File: src/rtl/dac7611_pkg.sv
// Shared definitions for the DAC7611 serial receive-side monitor:
// pin-bundle bit positions, word width, FSM states and a small helper.
package dac7611_pkg;

    // Bit positions inside the 4-wire pin bundle
    localparam int DAC_CLK = 3;
    localparam int DAC_SDI = 2;
    localparam int DAC_LD  = 1;
    localparam int DAC_CLR = 0;

    // DAC7611 data word width
    localparam int DAC7611_WIDTH = 12;

    // Receive FSM states
    typedef enum logic [1:0] {
        ST_IDLE  = 2'd0,
        ST_SHIFT = 2'd1,
        ST_HOLD  = 2'd2,
        ST_CLEAR = 2'd3
    } dac_state_e;

    // 4-bit increment that sticks at 15 so over-long frames stay detectable
    function automatic logic [3:0] sat_inc4(input logic [3:0] v);
        logic [3:0] r;
        if (v == 4'd15) begin
            r = 4'd15;
        end else begin
            r = v + 4'd1;
        end
        return r;
    endfunction

endpackage

File: src/rtl/dac7611_serial_monitor_sync_edge.sv
// N-bit two-flop synchronizer followed by one delay stage; reports the
// synchronized level plus single-cycle rise and fall indications per bit.
module sync_edge #(
    parameter int           N       = 4,
    parameter logic [N-1:0] RST_VAL = '0
) (
    input  logic         clk,
    input  logic         reset_n,
    input  logic [N-1:0] din,
    output logic [N-1:0] level,
    output logic [N-1:0] rise,
    output logic [N-1:0] fall
);

    logic [N-1:0] meta_r;
    logic [N-1:0] sync_r;
    logic [N-1:0] dly_r;

    // Synchronizer chain and edge-detect delay, reset to the idle pin levels
    always_ff @(posedge clk or negedge reset_n) begin
        if (!reset_n) begin
            meta_r <= RST_VAL;
            sync_r <= RST_VAL;
            dly_r  <= RST_VAL;
        end else begin
            meta_r <= din;
            sync_r <= meta_r;
            dly_r  <= sync_r;
        end
    end

    assign level = sync_r;
    assign rise  = sync_r & ~dly_r;
    assign fall  = ~sync_r & dly_r;

endmodule

File: src/rtl/dac7611_serial_monitor.sv
// Receive-side model of the DAC7611 3-wire serial port plus CLR. Shifts SDI
// in MSB-first on CLK rise, latches the word on LD fall, flags bad frames.
module dac7611_serial_monitor
    import dac7611_pkg::*;
#(
    parameter int DATA_W = DAC7611_WIDTH,
    parameter int CNT_W  = 16
) (
    input  logic              clk,
    input  logic              reset_n,
    input  logic [3:0]        dac_signals,
    output logic [DATA_W-1:0] dac_code,
    output logic              code_valid,
    output logic              frame_err,
    output logic              clr_seen,
    output logic              busy,
    output logic [CNT_W-1:0]  frame_count
);

    localparam logic [3:0] FULL_CNT = 4'(DATA_W);
    // Idle pin levels: CLK=1, SDI=0, LD=1, CLR=1
    localparam logic [3:0] PIN_IDLE = 4'b1011;

    logic [3:0] lvl_s;
    logic [3:0] rise_s;
    logic [3:0] fall_s;

    logic clk_rise_s;
    logic sdi_lvl_s;
    logic ld_lvl_s;
    logic ld_fall_s;
    logic ld_prev_s;
    logic clr_lvl_s;
    logic clr_fall_s;
    logic unused_s;

    dac_state_e        state_r;
    dac_state_e        state_nxt_s;
    logic [DATA_W-1:0] shreg_r;
    logic [DATA_W-1:0] shreg_nxt_s;
    logic [3:0]        bit_cnt_r;
    logic [3:0]        bit_cnt_nxt_s;
    logic [DATA_W-1:0] dac_code_r;
    logic [DATA_W-1:0] code_nxt_s;
    logic              code_valid_r;
    logic              valid_nxt_s;
    logic              frame_err_r;
    logic              err_nxt_s;
    logic              clr_seen_r;
    logic              clr_nxt_s;
    logic              busy_r;
    logic [CNT_W-1:0]  frame_count_r;
    logic [CNT_W-1:0]  fcnt_nxt_s;

    sync_edge #(
        .N       (4),
        .RST_VAL (PIN_IDLE)
    ) u_sync (
        .clk     (clk),
        .reset_n (reset_n),
        .din     (dac_signals),
        .level   (lvl_s),
        .rise    (rise_s),
        .fall    (fall_s)
    );

    assign clk_rise_s = rise_s[DAC_CLK];
    assign sdi_lvl_s  = lvl_s[DAC_SDI];
    assign ld_lvl_s   = lvl_s[DAC_LD];
    assign ld_fall_s  = fall_s[DAC_LD];
    // LD level one sample earlier: a CLK rise coinciding with LD fall still shifts
    assign ld_prev_s  = ld_lvl_s | ld_fall_s;
    assign clr_lvl_s  = lvl_s[DAC_CLR];
    assign clr_fall_s = fall_s[DAC_CLR];
    assign unused_s   = ^{rise_s[DAC_SDI], rise_s[DAC_LD], rise_s[DAC_CLR],
                          fall_s[DAC_CLK], fall_s[DAC_SDI], lvl_s[DAC_CLK]};

    // Next-state datapath: CLR level dominates, otherwise shift then load
    always_comb begin
        state_nxt_s   = state_r;
        shreg_nxt_s   = shreg_r;
        bit_cnt_nxt_s = bit_cnt_r;
        code_nxt_s    = dac_code_r;
        valid_nxt_s   = 1'b0;
        err_nxt_s     = 1'b0;
        clr_nxt_s     = 1'b0;
        fcnt_nxt_s    = frame_count_r;

        if (!clr_lvl_s) begin
            shreg_nxt_s   = '0;
            bit_cnt_nxt_s = 4'd0;
            code_nxt_s    = '0;
            clr_nxt_s     = clr_fall_s;
            state_nxt_s   = ST_CLEAR;
        end else begin
            // Bit capture comes first so a same-cycle load sees the new bit
            if (clk_rise_s) begin
                if (ld_prev_s) begin
                    shreg_nxt_s   = {shreg_r[DATA_W-2:0], sdi_lvl_s};
                    bit_cnt_nxt_s = sat_inc4(bit_cnt_r);
                end else begin
                    err_nxt_s = 1'b1;
                end
            end else begin
                shreg_nxt_s = shreg_r;
            end

            if (ld_fall_s) begin
                if (bit_cnt_nxt_s >= FULL_CNT) begin
                    code_nxt_s  = shreg_nxt_s;
                    valid_nxt_s = 1'b1;
                end else begin
                    code_nxt_s = dac_code_r;
                end
                if (bit_cnt_nxt_s == FULL_CNT) begin
                    fcnt_nxt_s = frame_count_r + CNT_W'(1'b1);
                end else begin
                    err_nxt_s = 1'b1;
                end
                bit_cnt_nxt_s = 4'd0;
            end else begin
                fcnt_nxt_s = frame_count_r;
            end

            case (state_r)
                ST_IDLE: begin
                    if (ld_fall_s) begin
                        state_nxt_s = ST_HOLD;
                    end else if (clk_rise_s && ld_prev_s) begin
                        state_nxt_s = ST_SHIFT;
                    end else begin
                        state_nxt_s = ST_IDLE;
                    end
                end
                ST_SHIFT: begin
                    if (ld_fall_s) begin
                        state_nxt_s = ST_HOLD;
                    end else begin
                        state_nxt_s = ST_SHIFT;
                    end
                end
                ST_HOLD: begin
                    // Level test rather than edge so the FSM can never stick here
                    if (ld_lvl_s) begin
                        state_nxt_s = ST_IDLE;
                    end else begin
                        state_nxt_s = ST_HOLD;
                    end
                end
                ST_CLEAR: begin
                    state_nxt_s = ST_IDLE;
                end
                default: begin
                    state_nxt_s = ST_IDLE;
                end
            endcase
        end
    end

    // State, datapath and registered outputs
    always_ff @(posedge clk or negedge reset_n) begin
        if (!reset_n) begin
            state_r       <= ST_IDLE;
            shreg_r       <= '0;
            bit_cnt_r     <= 4'd0;
            dac_code_r    <= '0;
            code_valid_r  <= 1'b0;
            frame_err_r   <= 1'b0;
            clr_seen_r    <= 1'b0;
            busy_r        <= 1'b0;
            frame_count_r <= '0;
        end else begin
            state_r       <= state_nxt_s;
            shreg_r       <= shreg_nxt_s;
            bit_cnt_r     <= bit_cnt_nxt_s;
            dac_code_r    <= code_nxt_s;
            code_valid_r  <= valid_nxt_s;
            frame_err_r   <= err_nxt_s;
            clr_seen_r    <= clr_nxt_s;
            busy_r        <= (state_nxt_s == ST_SHIFT) || (state_nxt_s == ST_HOLD);
            frame_count_r <= fcnt_nxt_s;
        end
    end

    assign dac_code    = dac_code_r;
    assign code_valid  = code_valid_r;
    assign frame_err   = frame_err_r;
    assign clr_seen    = clr_seen_r;
    assign busy        = busy_r;
    assign frame_count = frame_count_r;

endmodule
File: config.mk
export PLATFORM = sky130hd
export DESIGN_NAME = dac7611_serial_monitor
export DESIGN_NICKNAME = d
export VERILOG_FILES = /design/src/rtl/dac7611_pkg.sv /design/src/rtl/dac7611_serial_monitor_sync_edge.sv /design/src/rtl/dac7611_serial_monitor.sv
export SDC_FILE = /design/constraint.sdc
export NUM_CORES = 1
export LEC_CHECK = 0
export BUFFER_PORTS_ARGS = -buffer_cell sky130_fd_sc_hd__buf_2
export CAP_MARGIN = 10
export CORE_MARGIN = 3
export CORE_UTILIZATION = 50
export DETAILED_ROUTE_END_ITERATION = 8
export PLACE_DENSITY = 0.8
export SLEW_MARGIN = 20
export SYNTH_ARGS = -nofsm -noshare
export SYNTH_HDL_FRONTEND = slang
export SYNTH_SLANG_ARGS = --single-unit
File: constraint.sdc
create_clock -name clk -period 4.65 [get_ports clk]
set_clock_uncertainty 0.2 [all_clocks]
set_input_delay 0 -clock clk [delete_from_list [all_inputs] [get_ports clk]]
set_output_delay 0 -clock clk [all_outputs]
set_load 0.01 [all_outputs]
* Word level (Yosys, flattened, before mapping)
Index checks and enable logic that the tools add are counted. Widths: inputs -> output; s select.
Cells by class: add/subtract/negate cells 2, $lt $le $gt $ge 1, equality and inequality tests 9, mux-type cells 27, bitwise logic cells 5, reductions and logical operators 5
Operator list (number):
- $mux 12 | 6
- $mux 4 | 6
- $add 16x1->16 const B | 1
- $mux 1 | 10
- $eq 4x4->1 const B | 2
- $mux 2 | 4
- $pmux 2 s4 | 1
- $eq 2x2->1 const B | 3
- $add 4x1->4 const B | 1
- $and 4x4->4 | 1
- $eq 2x1->1 const B | 2
- $ge 4x4->1 const B | 1
- $ne 2x2->1 const B | 2
- $not 4->4 | 1
- $reduce_and 3->1 | 1
- $and 2x2->2 | 1
- $logic_not 2->1 | 1
- $not 2->2 | 1
- $reduce_and 2->1 | 1
- $logic_and 1x1->1 | 1
- $logic_or 1x1->1 | 1
- $or 1x1->1 | 1
Storage, ports and cells: register bits 62, output and inout bits 32, logic and storage cells 61

* Depth between registers and ports, before layout
Gate-level depths: netlist (run 1).
word-level depth 10, depth in mapped cells 8, mapped depth without buffers 6

* Cells and area by module
A second synthesis (run 1) with hierarchy kept.
Unflattened totals: cell total of the unflattened synthesis 224, area, all modules 2652.5 µm²
By module, submodules not included:
- dac7611_serial_monitor | times used 1, cells an instance 204, area an instance 2270.9 µm², seq. area each 1251.2 µm²
- sync_edge | times used 1, cells an instance 20, area an instance 381.6 µm², seq. area each 311.5 µm²

* Least setup slack after synthesis (run 1)
OpenSTA, ideal clock, no wires.
path type flip-flop to flip-flop, start register bit_cnt_r[0], end register frame_count_r[15], in the netlist frame_count[15], setup time 79 ps, data arrival time 1975 ps, slack 2396 ps, stages on the path, launching flop included 9, buffers on the path 2, clock period less this slack 2254 ps, cells stage by stage dfrtp_1 -> ha_1 -> buf_2 -> a31oi_1 -> and4_1 -> o221ai_4 -> buf_6 -> nor4_4 -> xor2_1
On the way: cells in the longest elaborated chain, start to end 7, elaborated cells between the ends (all ways) 8, classes of those cells add/sub (1); eq/ne (2); mux (4); reduce/logical (1)
RTL lines:
- from (decl) | line dac7611_serial_monitor.sv:41 | logic [3:0] bit_cnt_r;
- from (signal assigned) | line dac7611_serial_monitor.sv:175 | bit_cnt_r <= bit_cnt_nxt_s;
- $add 4x1->4 or $eq 4x4->1 (tied branches) | line dac7611_pkg.sv:28, dac7611_pkg.sv:25
- $mux 4 | line dac7611_pkg.sv:25 | if (v == 4'd15) begin
- $mux 4 | line dac7611_serial_monitor.sv:98 | if (ld_prev_s) begin
- $mux 4 * | line dac7611_serial_monitor.sv:97 | if (clk_rise_s) begin
- $mux 4 * | line dac7611_serial_monitor.sv:89 | if (!clr_lvl_s) begin
- $eq 4x4->1 * | line dac7611_serial_monitor.sv:115 | if (bit_cnt_nxt_s == FULL_CNT) begin
- $reduce_and 3->1 (no source line) *
- to (signal assigned) | line dac7611_serial_monitor.sv:181 | frame_count_r <= fcnt_nxt_s;
- to (decl) | line dac7611_serial_monitor.sv:52 | logic [CNT_W-1:0] frame_count_r;
Mark *: on every way between the ends. The rest lies on a longest branch, timed or not. The select of a mux whose other input is x is not followed. A chain may end at the register's enable or synchronous reset.

* Worst setup path in the final report (run 1)
start register bit_cnt_r[0], end register dac_code_r[11], in the netlist dac_code[11]
On the way: cells in the longest elaborated chain, start to end 8, elaborated cells between the ends (all ways) 9, classes of those cells add/sub (1); order compare (1); eq/ne (2); mux (4); reduce/logical (1)
RTL lines:
- $add 4x1->4 or $eq 4x4->1 (tied branches) | line dac7611_pkg.sv:28, dac7611_pkg.sv:25
- $mux 4 | line dac7611_pkg.sv:25
- $mux 4 | line dac7611_serial_monitor.sv:98
- $mux 4 * | line dac7611_serial_monitor.sv:97
- $mux 4 * | line dac7611_serial_monitor.sv:89
- $ge 4x4->1 * | line dac7611_serial_monitor.sv:109 | if (bit_cnt_nxt_s >= FULL_CNT) begin
- $ne 2x2->1 (no source line) *
- $reduce_and 2->1 (no source line) *
- to (signal assigned) | line dac7611_serial_monitor.sv:176 | dac_code_r <= code_nxt_s;
- to (decl) | line dac7611_serial_monitor.sv:43 | logic [DATA_W-1:0] dac_code_r;
Marked as above.

==> results by group, run 1 <==
Critical path
  – Slowest cell on crit path: o21a_1
  – CP max stage delay: between 0.7 and 0.8 ns
  – Worst R2R End: dac_code[11]
  – Reg2Reg Depth: 6
  – Reg2Reg Setup Slack: 1.91 ns
  – WP data arrival: 2.77 ns
  – CP endpoint kind: flop
  – Top cell family by delay on the critical path: compound AO/OA/AOI/OAI gates
  – Crit-path cells: ha_1 -> a22oi_1 -> o31ai_2 -> o21a_1 -> a21oi_1 -> a31o_2
  – Crit path max fanout: 25
  – Startpoint Class: flop
  – WP data required: around 4.7 ns
  – Buffers & Inverters on Critical Path: 0
  – Crit path kind: reg -> reg
  – Reg-to-reg critical path startpoint: bit_cnt_r[0]

Routing
  – Max layer used: met4
  – Wl on met1: 2.19 mm
  – Routed met2 length: 2.42 mm
  – Met3 WL post-DR: just over 200 µm
  – DRC Markers: 0
  – Number of iterations in the first detailed-routing pass: 4
  – Vias: 1,871
  – Post-detailed-routing wire length: 4.86 mm
  – First DRT Iteration DRCs: 109
  – Vias per std cell: between 5 and 6
  – ANT nets after route: 0
  – DR WL/cell: 13.9 µm

Timing
  – RSZ-0062 raised after global routing: no
  – Min Hold Slack: 0.102 ns
  – Max frequency: 0.364 GHz
  – Tcrit/Tclk final: 59.0%
  – Final setup TNS: 0 ns
  – Final worst-path setup slack: roughly 1.9 ns
  – Final Hold Viols: 0
  – Min cycle time layout: between 2 and 3 ns
  – Final setup violation count: 0
  – Slew of the pin with the lowest slew margin: 0.815 ns
  – Slew Viols, Final: 0
  – Slew HR: 45.7%

Floorplan
  – Die span in x: 79.4 µm
  – Die Height: roughly 79 µm
  – I/O pin cnt: 38
  – Site row count: 26
  – Core area: between 5000 and 6000 µm²
  – Initial Utilization: 52.1%
  – DIE AREA: 6310 µm²

Pwr
  – P_int: 0.865 mW
  – Clk network pwr share: a little under half
  – Peak VDD IR: 0.257 mV
  – Combinational Power Share: under 10%
  – Power Density: 350 nW/µm²
  – Leakage power: between 1.5 and 2 nW
  – Sequential Power Share: between 40% and 50%
  – Net Sw Frac: a little under a quarter
  – Sw power: 0.252 mW

Synth
  – Cells after Synth: roughly 230
  – Post-Syn Nets: 241
  – Top cells by area, synth: dfrtp_1 (48%), dfstp_2 (8.8%), mux2i_1 (4.5%)
  – Yosys synthesis warning count: 0
  – Share of flip-flops with an asynchronous set or reset: 100%
  – Synth top area share: a little under 50%
  – Top FF cell, synth: dfrtp_1
  – Yosys top cell by area: dfrtp_1
  – Mapped cell area: around 2700 µm²
  – Count leader, synth: dfrtp_1
  – Post-synth EDFFs: 0
  – Yosys reg bits: 61
  – Synth top cells by count: dfrtp_1 (52), nand2_1 (20), nor2_1 (19)
  – Sequential share of the synthesized area: a little under three fifths
  – Mean post-synth cell area: 11.6 µm²
  – Cell variety after synth: 44

Clock tree
  – CTS Buf Count: 9
  – Postcts setup bufs: 0
  – Root Driver: clkbuf_8
  – Clk_lat worst skew: 0.33 ns
  – Post-CTS sizing: 0
  – CTS HTree Levels: 3
  – Sink Count: 61
  – Reg clk slew, reported paths: roughly 0.070 ns
  – CTS max path bufs: 2
  – CTS tree: built

Worst hold path
  – Hold wc startpoint: dac_signals[2]
  – Worst Hold Depth: 2
  – Hold endpoint: u_sync.meta_r[2]
  – Min-delay worst type: in -> reg

Job
  – Max-cap violations: 0

Global routing
  – Global-route wire length before repair: 8.49 mm
  – GRT Resource Usage Total: between 10% and 20%
  – Initial antenna violation count: 0
  – Vias in the first global route: 1,810
  – Gr ovfl total: 0
  – Largest net degree at the start of global routing: 62

Cells and area
  – Layout Nets: roughly 280
  – Area Growth Syn to Fin: 18.4%
  – Ant. Diodes: 0
  – Filler cells: 410
  – Reg area: 1540 µm²
  – Layout cells sized above 1: 31.3%
  – Multi-input logic area: 1070 µm²

Placement
  – Final Wtd Congestion: 0.749
  – DPL Wire Length: 3.08 mm
  – PortBufs: 37
  – Dpl ws: 1.95 ns

Run status
  – Outcome: complete, no violations
==> registers in the layout, indices dropped and copies added (netlist names) <==
name	cells
bit_cnt_r	4
busy	1
clr_seen	1
code_valid	1
dac_code	12
frame_count	16
frame_err	1
shreg_r	12
state_r	2
u_sync.dly_r	3
u_sync.level	4
u_sync.meta_r	4
==> power by group through the flow <==
stage / clock [mW] / combinational [mW] / sequential (mW)
after global placement: 0 / 0.0460 / 0.562
after global routing: 0.560 / 0.0554 / 0.553
after detailed placement: 0 / 0.0465 / 0.562
after floorplan: 0 / 0.0299 / 0.559
final: 0.515 / 0.0490 / 0.552
after CTS: 0.531 / 0.0503 / 0.552
==> worst register-to-register path, delay by kind of cell (launching register included) <==
family	cells	cell delay, ns
fa+ha+maj	1	0.35
compound gates	5	1.59
flops	1	0.51
==> cell type report <==
class | instances | share of cell area, %
Inverter | 7 | 0.823
Tap cell | 70 | 2.74
Clock buffer | 9 | 3.88
Clock inverter | 7 | 3.14
Timing Repair Buffer | 44 | 7.84
Multi-Input combinational cell | 153 | 33.4
Sequential cell | 61 | 48.2
==> stage by stage <==
stage	instance area (µm²)	total power, mW	utilization (%)	std cells
2_1_floorplan	2700	0.588	-	233
3_3_place_gp	2920	0.608	56.4	330
3_5_place_dp	2920	0.608	56.4	330
4_1_cts	3190	1.13	61.7	351
5_1_grt	3190	1.17	61.7	351
6_report	3190	1.12	61.7	351
==> placed cells by master (no fill, tap or decap), types with 2 or more instances in the layout <==
cell type,count
nor2_1,19
dlygate4sd3_1,5
nor4_4,2
clkbuf_8,9
a31o_2,12
nand3_1,9
dfstp_2,9
nand2b_1,2
buf_2,37
bufinv_16,2
buf_4,2
and4_1,2
o21bai_1,2
inv_1,7
a31oi_1,2
nor4_1,5
nor3_1,6
ha_1,2
a21oi_1,15
o21ai_0,3
xnor2_1,4
mux2i_1,12
a211oi_1,2
xor2_1,11
clkinv_4,4
o21a_1,2
nor4_2,2
nand2_1,20
dfrtp_1,52
nand4_1,3
==> layer usage <==
metal	vias to the layer above	track usage (%)
met5	-	0
met4	0	7.04
met3	5	5.64
met2	36	26.4
met1	919	22.9
li1	911	-
==> how the worst max path moves through the flow <==
| stage | from | depth (start not counted) | to | slack (ns) |
|---|---|---|---|---|
| 3_5_place_dp | bit_cnt_r[0] | 6 | dac_code[6] | 1.95 |
| 2_1_floorplan | bit_cnt_r[0] | 8 | frame_count[15] | 2.40 |
| 4_1_cts | bit_cnt_r[0] | 6 | dac_code[9] | 1.90 |
| 5_1_grt | bit_cnt_r[0] | 6 | dac_code[1] | 1.69 |
| 6_report | bit_cnt_r[0] | 6 | dac_code[11] | 1.91 |
| 3_3_place_gp | bit_cnt_r[0] | 6 | dac_code[0] | 2.03 |
==> cell families after synthesis <==
logic type      share of synthesized area (%)
flops                                    57.0
xor+xnor                                 4.87
simple gates                             15.9
compound gates                           13.0
mux                                      4.87
buf+inv                                  3.43
fa+ha+maj                               0.928
==> repair_timing <==
| item | CTS | global route |
|---|---|---|
| endpoints found under the hold margin | 56 | 0 |
| setup endpoints to repair | 0 | 0 |
| hold buffers | 5 | 0 |
Power figures use the tool's default switching activity.
==> run 2: changes to the inputs <==
- PLACE_DENSITY: 0.8 -> 0.83
- clock period: 4.65 -> 2.46 ns (I/O delays scaled with it)
==> run 2 against run 1 <==
  * Flip-flop and latch count did not move
  * Highest routed layer unchanged
  * First-iteration DRC count rose by 20%
  * Largest cell class unchanged
  * Cell count is 2.8% higher
  * Register-to-register slack lost 1.8 ns
  * Worst setup slack worse by 1.8 ns
  * Largest power group unchanged
  * Worst hold slack got worse by 0.0018 ns
==> results by group, run 2 (synthesized netlist as in run 1, its figures left out) <==
Cells and area
  – Max reg flops: 16
  – Commonest non-fill, non-tap cell in the layout: dfrtp_1
  – Ant. Diodes: 0
  – Post-route cell area: 3250 µm²
  – Layout cells sized above 1: approximately a third
  – Area Growth Syn to Fin: 20.6%
  – Filler cells: 392
  – Leading cell types in the layout, fill and taps excluded: dfrtp_1 (52), buf_2 (37), nand2_1 (20)
  – Final instance count without filler cells: 361
  – Layout Nets: ~290

Routing
  – Vias: 1,959
  – Number of iterations in the first detailed-routing pass: 6
  – DR WL/cell: 15.8 µm
  – DRC Markers: 0
  – ANT nets after route: 0
  – Post-detailed-routing wire length: 5.71 mm
  – First DRT Iteration DRCs: 131
  – Vias per std cell: 5.43

Critical path
  – Reg2Reg Setup Slack: 0.12 ns
  – Top cell family by delay on the critical path: simple AND/OR/NAND/NOR gates
  – CP max stage delay: approximately 0.39 ns
  – Worst R2R End: frame_count[6]
  – CP endpoint kind: flop
  – Reg2Reg Depth: 7
  – Crit-path cells: ha_2 -> a31oi_1 -> and4_1 -> o221ai_4 -> buf_12 -> nor4_2 -> xnor2_1
  – Buffers & Inverters on Critical Path: 1
  – Slowest cell on crit path: dfrtp_1
  – Reg-to-reg critical path startpoint: bit_cnt_r[0]
  – Crit path kind: reg -> reg
  – WP data arrival: roughly 2.4 ns
  – Crit path max fanout: 8
  – WP data required: between 2 and 3 ns
  – Startpoint Class: flop

Global routing
  – Gr ovfl total: 0
  – Largest net degree at the start of global routing: 62
  – Global-route wire length before repair: 9.03 mm
  – Initial antenna violation count: 0
  – Vias in the first global route: 1,888
  – GRT Resource Usage Total: 18.9%

Run status
  – Outcome: complete, no violations

Floorplan
  – Initial Utilization: 52.1%
  – Die span in x: 79.4 µm
  – Die Height: 79.4 µm
  – I/O pin cnt: 38
  – DIE AREA: 6310 µm²
  – Site row count: 26
  – Core area: 5170 µm²

Placement
  – DPL Wire Length: 3.40 mm
  – Cell Count Post-Placement: 336
  – Post-place instance area: 2960 µm²
  – PortBufs: 37
  – Final Wtd Congestion: 0.784

Job
  – Max-cap violations: 0

Clock tree
  – Clk_lat worst skew: roughly 0.34 ns
  – CTS HTree Levels: 3
  – CTS max path bufs: 2
  – CTS tree: built
  – CTS Buf Count: 9
  – Sink Count: 61
  – Root Driver: clkbuf_8
  – Reg clk slew, reported paths: 0.06 ns

Worst hold path
  – Hold wc startpoint: dac_signals[2]
  – Worst Hold Depth: 2
  – Min-delay worst type: in -> reg
  – Hold endpoint: u_sync.meta_r[2]

Timing
  – Final setup TNS: 0 ns
  – Final setup violation count: 0
  – Min cycle time layout: between 2 and 2.5 ns
  – Max frequency: 0.428 GHz
  – Tcrit/Tclk final: between 90% and 100%
  – Slew Viols, Final: 0
  – Slew of the pin with the lowest slew margin: 0.757 ns
  – RSZ-0062 raised after global routing: no
  – Slew HR: 49.5%
  – Final Hold Viols: 0

Pwr
  – Leakage power: approximately 1.6 nW
  – Power Density: roughly 590 nW/µm²
  – Peak VDD IR: between 0.4 and 0.5 mV
[run 2: cell types whose count changed in the layout (fill, tap and decap cells not counted), moves of 2 or more]
cell,delta
bufinv_16,-2
clkbuf_8,+2
clkbuf_1,+3
clkinv_4,-4
buf_4,+8
[run 2: repair_timing]
item                                    4_1_cts  5_1_grt
endpoints found under the setup margin        0        8
buffers inserted                              0        3
hold buffers                                  5        0
endpoints found under the hold margin        56        0
resized for setup                             0        3
[run 2: cell type report]
cell class              count  area (µm²)  share of cell area, %
flip-flops and latches     61        1540                   47.3
clock inverters             2        10.0                  0.308
inverters                   7        26.3                  0.808
well taps                  70        87.6                   2.69
clock buffers              14         163                   5.00
multi-input cells         154        1100                   33.8
repair buffers             53         330                   10.2
[run 2: metal layers]
| layer | part of all wire (%) | GRT usage [%] |
|---|---|---|
| met5 | 0 | 0 |
| met4 | 2.5 | 9.28 |
| met3 | 4.7 | 5.19 |
| met2 | 52 | 29.2 |
| met1 | 41 | 24.5 |
[run 2: where the power goes]
part	leakage [nW]	internal [mW]	switching, mW
Combinational	0.682	0.0392	0.0714
Clock	0.0905	0.418	0.361
Sequential	0.807	1.03	0.0111
[run 2: worst max path at each step]
stage | from | endpoint | cells after the start
final | bit_cnt_r[0] | frame_count[6] | 7
after global routing | bit_cnt_r[0] | frame_count[6] | 7
after CTS | bit_cnt_r[0] | frame_count[9] | 6
after detailed placement | bit_cnt_r[0] | frame_count[9] | 6
after global placement | bit_cnt_r[0] | frame_count[1] | 6
after floorplan | bit_cnt_r[0] | frame_count[15] | 8
[run 2: worst reg2reg max path: stages, from the launching register on]
cell and delay, ns:
dfrtp_1 0.39, ha_2 0.25, a31oi_1 0.22, and4_1 0.33, o221ai_4 0.21, buf_12 0.19, nor4_2 0.28, xnor2_1 0.18
[run 2: through the flow]
stage	util, %	setup WS (ns)	total power, mW	hold slack [ns]
2_1_floorplan	-	0.206	1.11	-0.496
3_3_place_gp	57.3	0.158	1.15	-0.0931
3_5_place_dp	57.3	0.0682	1.16	-0.0938
4_1_cts	61.6	0.0501	1.94	0.0828
5_1_grt	62.9	0.0120	2.00	0.0986
6_report	62.9	0.122	1.93	0.100
